`src/rtl/maxnet_input_sequencer.sv`:
```
// Feeds four serial samples to the max-finding network, sequences init/start,
// then returns the winner index (or an all-ones abort code) over a valid/ready port.
module maxnet_input_sequencer #(
    parameter int DATA_W  = 32,
    parameter int IDX_W   = 16,
    parameter int TIMEOUT = 1024
) (
    input  logic              clk,
    input  logic              rst,
    input  logic [DATA_W-1:0] in_data,
    input  logic              in_valid,
    output logic              in_ready,
    output logic [DATA_W-1:0] x1,
    output logic [DATA_W-1:0] x2,
    output logic [DATA_W-1:0] x3,
    output logic [DATA_W-1:0] x4,
    output logic              init,
    output logic              start,
    input  logic              done,
    input  logic [IDX_W-1:0]  max_index,
    output logic [IDX_W-1:0]  result_index,
    output logic              result_err,
    output logic              result_valid,
    input  logic              result_ready,
    output logic              busy
);
    localparam int WD_W = $clog2(TIMEOUT) + 1;

    typedef enum logic [2:0] {
        FILL   = 3'd0,
        INIT   = 3'd1,
        START  = 3'd2,
        WAIT   = 3'd3,
        REPORT = 3'd4
    } state_t;

    state_t            state_reg, state_next;
    logic [1:0]        count_reg, count_next;
    logic [WD_W-1:0]   wd_reg, wd_next;
    logic [IDX_W-1:0]  res_idx_reg, res_idx_next;
    logic              res_err_reg, res_err_next;
    logic [DATA_W-1:0] word_reg [4];
    logic              in_xfer;

    // Handshake outputs decode from state only; in_ready is also masked by reset.
    assign in_ready     = (state_reg == FILL) && !rst;
    assign in_xfer      = in_valid && in_ready;
    assign init         = (state_reg == INIT);
    assign start        = (state_reg == START);
    assign result_valid = (state_reg == REPORT);
    assign busy         = (state_reg != FILL);
    assign result_index = res_idx_reg;
    assign result_err   = res_err_reg;
    assign x1           = word_reg[0];
    assign x2           = word_reg[1];
    assign x3           = word_reg[2];
    assign x4           = word_reg[3];

    always_ff @(posedge clk) begin
        if (rst) begin
            state_reg   <= FILL;
            count_reg   <= 2'd0;
            wd_reg      <= '0;
            res_idx_reg <= '0;
            res_err_reg <= 1'b0;
        end else begin
            state_reg   <= state_next;
            count_reg   <= count_next;
            wd_reg      <= wd_next;
            res_idx_reg <= res_idx_next;
            res_err_reg <= res_err_next;
        end
    end

    generate
        for (genvar gi = 0; gi < 4; gi++) begin : g_word
            always_ff @(posedge clk) begin
                if (rst) begin
                    word_reg[gi] <= '0;
                end else if (in_xfer && (count_reg == 2'(gi))) begin
                    word_reg[gi] <= in_data;
                end
            end
        end
    endgenerate

    always_comb begin
        state_next   = state_reg;
        count_next   = count_reg;
        wd_next      = wd_reg;
        res_idx_next = res_idx_reg;
        res_err_next = res_err_reg;
        case (state_reg)
            FILL: begin
                if (in_xfer) begin
                    count_next = count_reg + 2'd1;
                    if (count_reg == 2'd3) begin
                        count_next = 2'd0;
                        state_next = INIT;
                    end
                end
            end
            INIT: state_next = START;
            START: begin
                wd_next    = '0;
                state_next = WAIT;
            end
            WAIT: begin
                wd_next = wd_reg + WD_W'(1);
                // done takes priority over a watchdog expiry in the same cycle
                if (done) begin
                    res_idx_next = max_index;
                    res_err_next = 1'b0;
                    state_next   = REPORT;
                end else if (wd_reg == WD_W'(TIMEOUT - 1)) begin
                    res_idx_next = '1;
                    res_err_next = 1'b1;
                    state_next   = REPORT;
                end
            end
            REPORT: begin
                if (result_ready) begin
                    state_next = FILL;
                end
            end
            default: state_next = FILL;
        endcase
    end
endmodule
```
`config.mk`:
```
export PLATFORM = sky130hd
export DESIGN_NAME = maxnet_input_sequencer
export DESIGN_NICKNAME = d
export VERILOG_FILES = /design/src/rtl/maxnet_input_sequencer.sv
export SDC_FILE = /design/constraint.sdc
export NUM_CORES = 1
export LEC_CHECK = 0
export ABC_AREA = 0
export CAP_MARGIN = 5
export CELL_PAD_IN_SITES_DETAIL_PLACEMENT = 1
export CELL_PAD_IN_SITES_GLOBAL_PLACEMENT = 2
export CORE_MARGIN = 2
export CORE_UTILIZATION = 33
export DETAILED_ROUTE_END_ITERATION = 7
export GPL_TIMING_DRIVEN = 1
export PLACE_DENSITY_LB_ADDON = 0.1
export SLEW_MARGIN = 20
export SYNTH_ARGS = -nofsm -noshare
export SYNTH_HDL_FRONTEND = slang
export SYNTH_SLANG_ARGS = --single-unit
```
`constraint.sdc`:
```
create_clock -name clk -period 4.6 [get_ports clk]
set_clock_uncertainty 0.2 [all_clocks]
set_input_delay 0.46 -clock clk [delete_from_list [all_inputs] [get_ports clk]]
set_output_delay 0.46 -clock clk [all_outputs]
set_load 0.1 [all_outputs]
```
==> metrics.yaml <==
synth_top_family_by_area: "simple AND/OR/NAND/NOR gates"
maxCapViolations: 0
crit_required_ns: 3.94
grt_pass1_wl_um: 25550
synthAdderAreaFrac_pct: 0.9789
netlist_instances: 462
gp_congestion: 0.7452
largest_register_ffs: 128
min_path_type: "register to register"
setup_viol: 0
htreeDepth: 4
portBuffers: 202
yosys_warnings: 0
dp_hpwl_um: 11930
rsz0062_at_grt: "no"
p_per_area_mw_per_mm2: 421.0
holdBufCountCts: 0
worst_pin_slew_ns: 1.075
cts_buffers: 17
postPlaceCellArea_mm2: 0.008626
synth_simple_gate_area_share_pct: 19.07
post-cts-setup-buffer-count: 0
drive_above_1_share_pct: 7.589
period_share_pct: 76.10
multi_input_area_mm2: 0.001717
clock_latency_ns: 0.42
grt_usage_pct: 16.72
finalHoldViolCount: 0
antenna-diode-count: 0
fp.dieW_um: 143.2
fin_crit_ns: 3.500
ant_nets: 0
dr.pass1.iters: 4
area_growth_pct: 44.48
grt.overflow.total: 0
netlist_area_mm2: 0.006391
yosysUniqueCellTypes: 50
fin_area_mm2: 0.009234
nNetsFinal: 717
antenna_found_initial: 0
timing.critical_path.from: "state_reg[1]$_SDFFE_PP0P_"
critPathCaptureType: "output pin"
synth.ff_latch_count: 161
maxSlewHeadroom_pct: 28.08
wl_per_cell_um: 18.47
vias_per_cell: 4.714
vias: 4393
synth_xor_area_share_pct: 0
worstSetupPathType: "register to output pin"
die_h_um: 143.2
routed_wl_um: 17210
critical_path.max_fanout: 15
worstHoldStart: "wd_reg[1]$_SDFFE_PP0P_"
root_buffer: "clkbuf_16"
synth_flop_cell: "edfxtp_1"
worstPathArrival_ns: 2.84
synth_compound_gate_area_share_pct: 6.128
cts_tree: "done"
drt_iter0_drc: 192
postCtsResizedCells: 0
fmax_mhz: 285.7
synth_area_per_cell_um2: 13.83
fin_setup_tns_ns: 0
synth_edf_count: 128
drv_slew: 0
start_util_pct: 33.94
ir_drop_mv: 0.2499
r2r-start: "state_reg[0]$_SDFFE_PP0P_"
remaining_drc_errors: 0
boundaryPins: 203
status: "finished clean"
async_reset_ff_share_pct: 0
p_leak_nw: 3.374
clockBufferDepth: 2
synth_nets: 520
grt_max_degree: 34
rows: 50
clk_pin_slew_worst_paths_ns: 0.06
synth.mux.area_fraction_pct: 0.6852
clkSinkCount: 161
seq_area_mm2: 0.004504
yosysSeqAreaShare_pct: 70.48
core-area_mm2: 0.01883
dieArea_mm2: 0.02050
crit_path_start_kind: "register"
fillCellCount: 1866
grt_pass1_vias: 4459
cell usage after synthesis (2+ instances only):
| master | number | area [µm²] |
|---|---|---|
| or4_1 | 2 | 15.01 |
| clkbuf_2 | 12 | 60.06 |
| nand3_1 | 6 | 30.03 |
| mux2_2 | 3 | 33.78 |
| ha_1 | 5 | 62.56 |
| a31oi_1 | 3 | 18.77 |
| dfxtp_1 | 33 | 660.6 |
| nor3b_1 | 2 | 15.01 |
| inv_1 | 6 | 22.52 |
| a21oi_1 | 22 | 110.1 |
| nor2b_1 | 2 | 12.51 |
| edfxtp_1 | 128 | 3844 |
| and2_1 | 128 | 800.8 |
| nand4_1 | 2 | 12.51 |
| o21ai_0 | 3 | 15.01 |
| o211ai_1 | 2 | 15.01 |
| clkbuf_1 | 11 | 41.29 |
| or2_2 | 4 | 25.02 |
| and3_1 | 7 | 43.79 |
| nand2_1 | 8 | 30.03 |
| buf_2 | 4 | 20.02 |
| o221ai_1 | 16 | 140.1 |
| nor2_1 | 23 | 86.33 |
| nor4_1 | 4 | 25.02 |
final cells by class:
cell class / instances / area share [%]
Multi-Input combinational cell: 266 / 18.59
Inverter: 6 / 0.2439
Timing Repair Buffer: 207 / 22.28
Clock inverter: 15 / 1.978
Sequential cell: 161 / 48.78
Clock buffer: 17 / 4.607
Tap cell: 260 / 3.523
critical path, stage by stage, from the launching register on:
cell and delay, ns:
dfxtp_1 0.66, or3b_2 0.55, inv_1 0.08, clkdlybuf4s50_1 1.13
per-layer routing:
metal | wire length (µm) | GRT usage [%] | part of all wire, %
met1 | 7219 | 20.77 | 42
met2 | 8622 | 28.96 | 50
met3 | 1229 | 3.924 | 7.1
met4 | 140 | 5.003 | 0.81
met5 | 0 | 0 | 0
per-stage QoR:
step / cells / hold slack, ns / setup slack [ns] / utilization, % / total power, W
finish: 932 / 0.3195 / 1.100 / 49.04 / 0.003888
CTS: 932 / 0.3166 / 1.070 / 49.04 / 0.003925
detailed placement: 900 / 0.2968 / 1.260 / 45.81 / 0.002465
global placement: 900 / 0.2829 / 1.387 / 45.81 / 0.002458
floorplan: 462 / 0.2738 / 0.9706 / - / 0.002242
global route: 932 / 0.3386 / 1.001 / 49.04 / 0.003992
cell usage in the layout, fill, tap and decap left out, types with 3 or more instances in the layout:
cell type and instances:
a21oi_1 22, a31oi_1 3, and2_1 128, and3_1 7, buf_4 6, bufinv_16 3
clkbuf_16 17, clkdlybuf4s50_1 201, clkinv_4 3, dfxtp_1 33, edfxtp_1 128, ha_1 5
inv_1 6, inv_6 3, mux2_2 3, nand2_1 8, nand3_1 6, nor2_1 23
nor4_1 4, o21ai_0 3, o221ai_1 16, or2_2 4
power by group:
part	leakage, nW	switching, W	internal, W
clock network	0.294	0.000600	0.000861
registers	1.60	0.0000283	0.00164
logic	1.48	0.000591	0.000164
cell families (layout without fill, tap and decap cells):
logic type | count (synthesis) | after routing
AO/OA/AOI/OAI | 56 | 56
adder cells (fa/ha/maj) | 5 | 5
buffers and inverters | 35 | 245
flip-flops | 161 | 161
multiplexers | 4 | 4
AND/OR/NAND/NOR | 201 | 201
path summary, 6_finish.rpt:
path	end	slack, ns	cells past startpoint
min reg2reg	wd_reg[1]$_SDFFE_PP0P_	0.32	2
max reg2reg	word_reg[1][14]$_SDFFCE_PN0P_	1.69	4
max	start	1.10	3
min	wd_reg[1]$_SDFFE_PP0P_	0.32	2
Note: power is estimated with default switching activity, not from simulation.
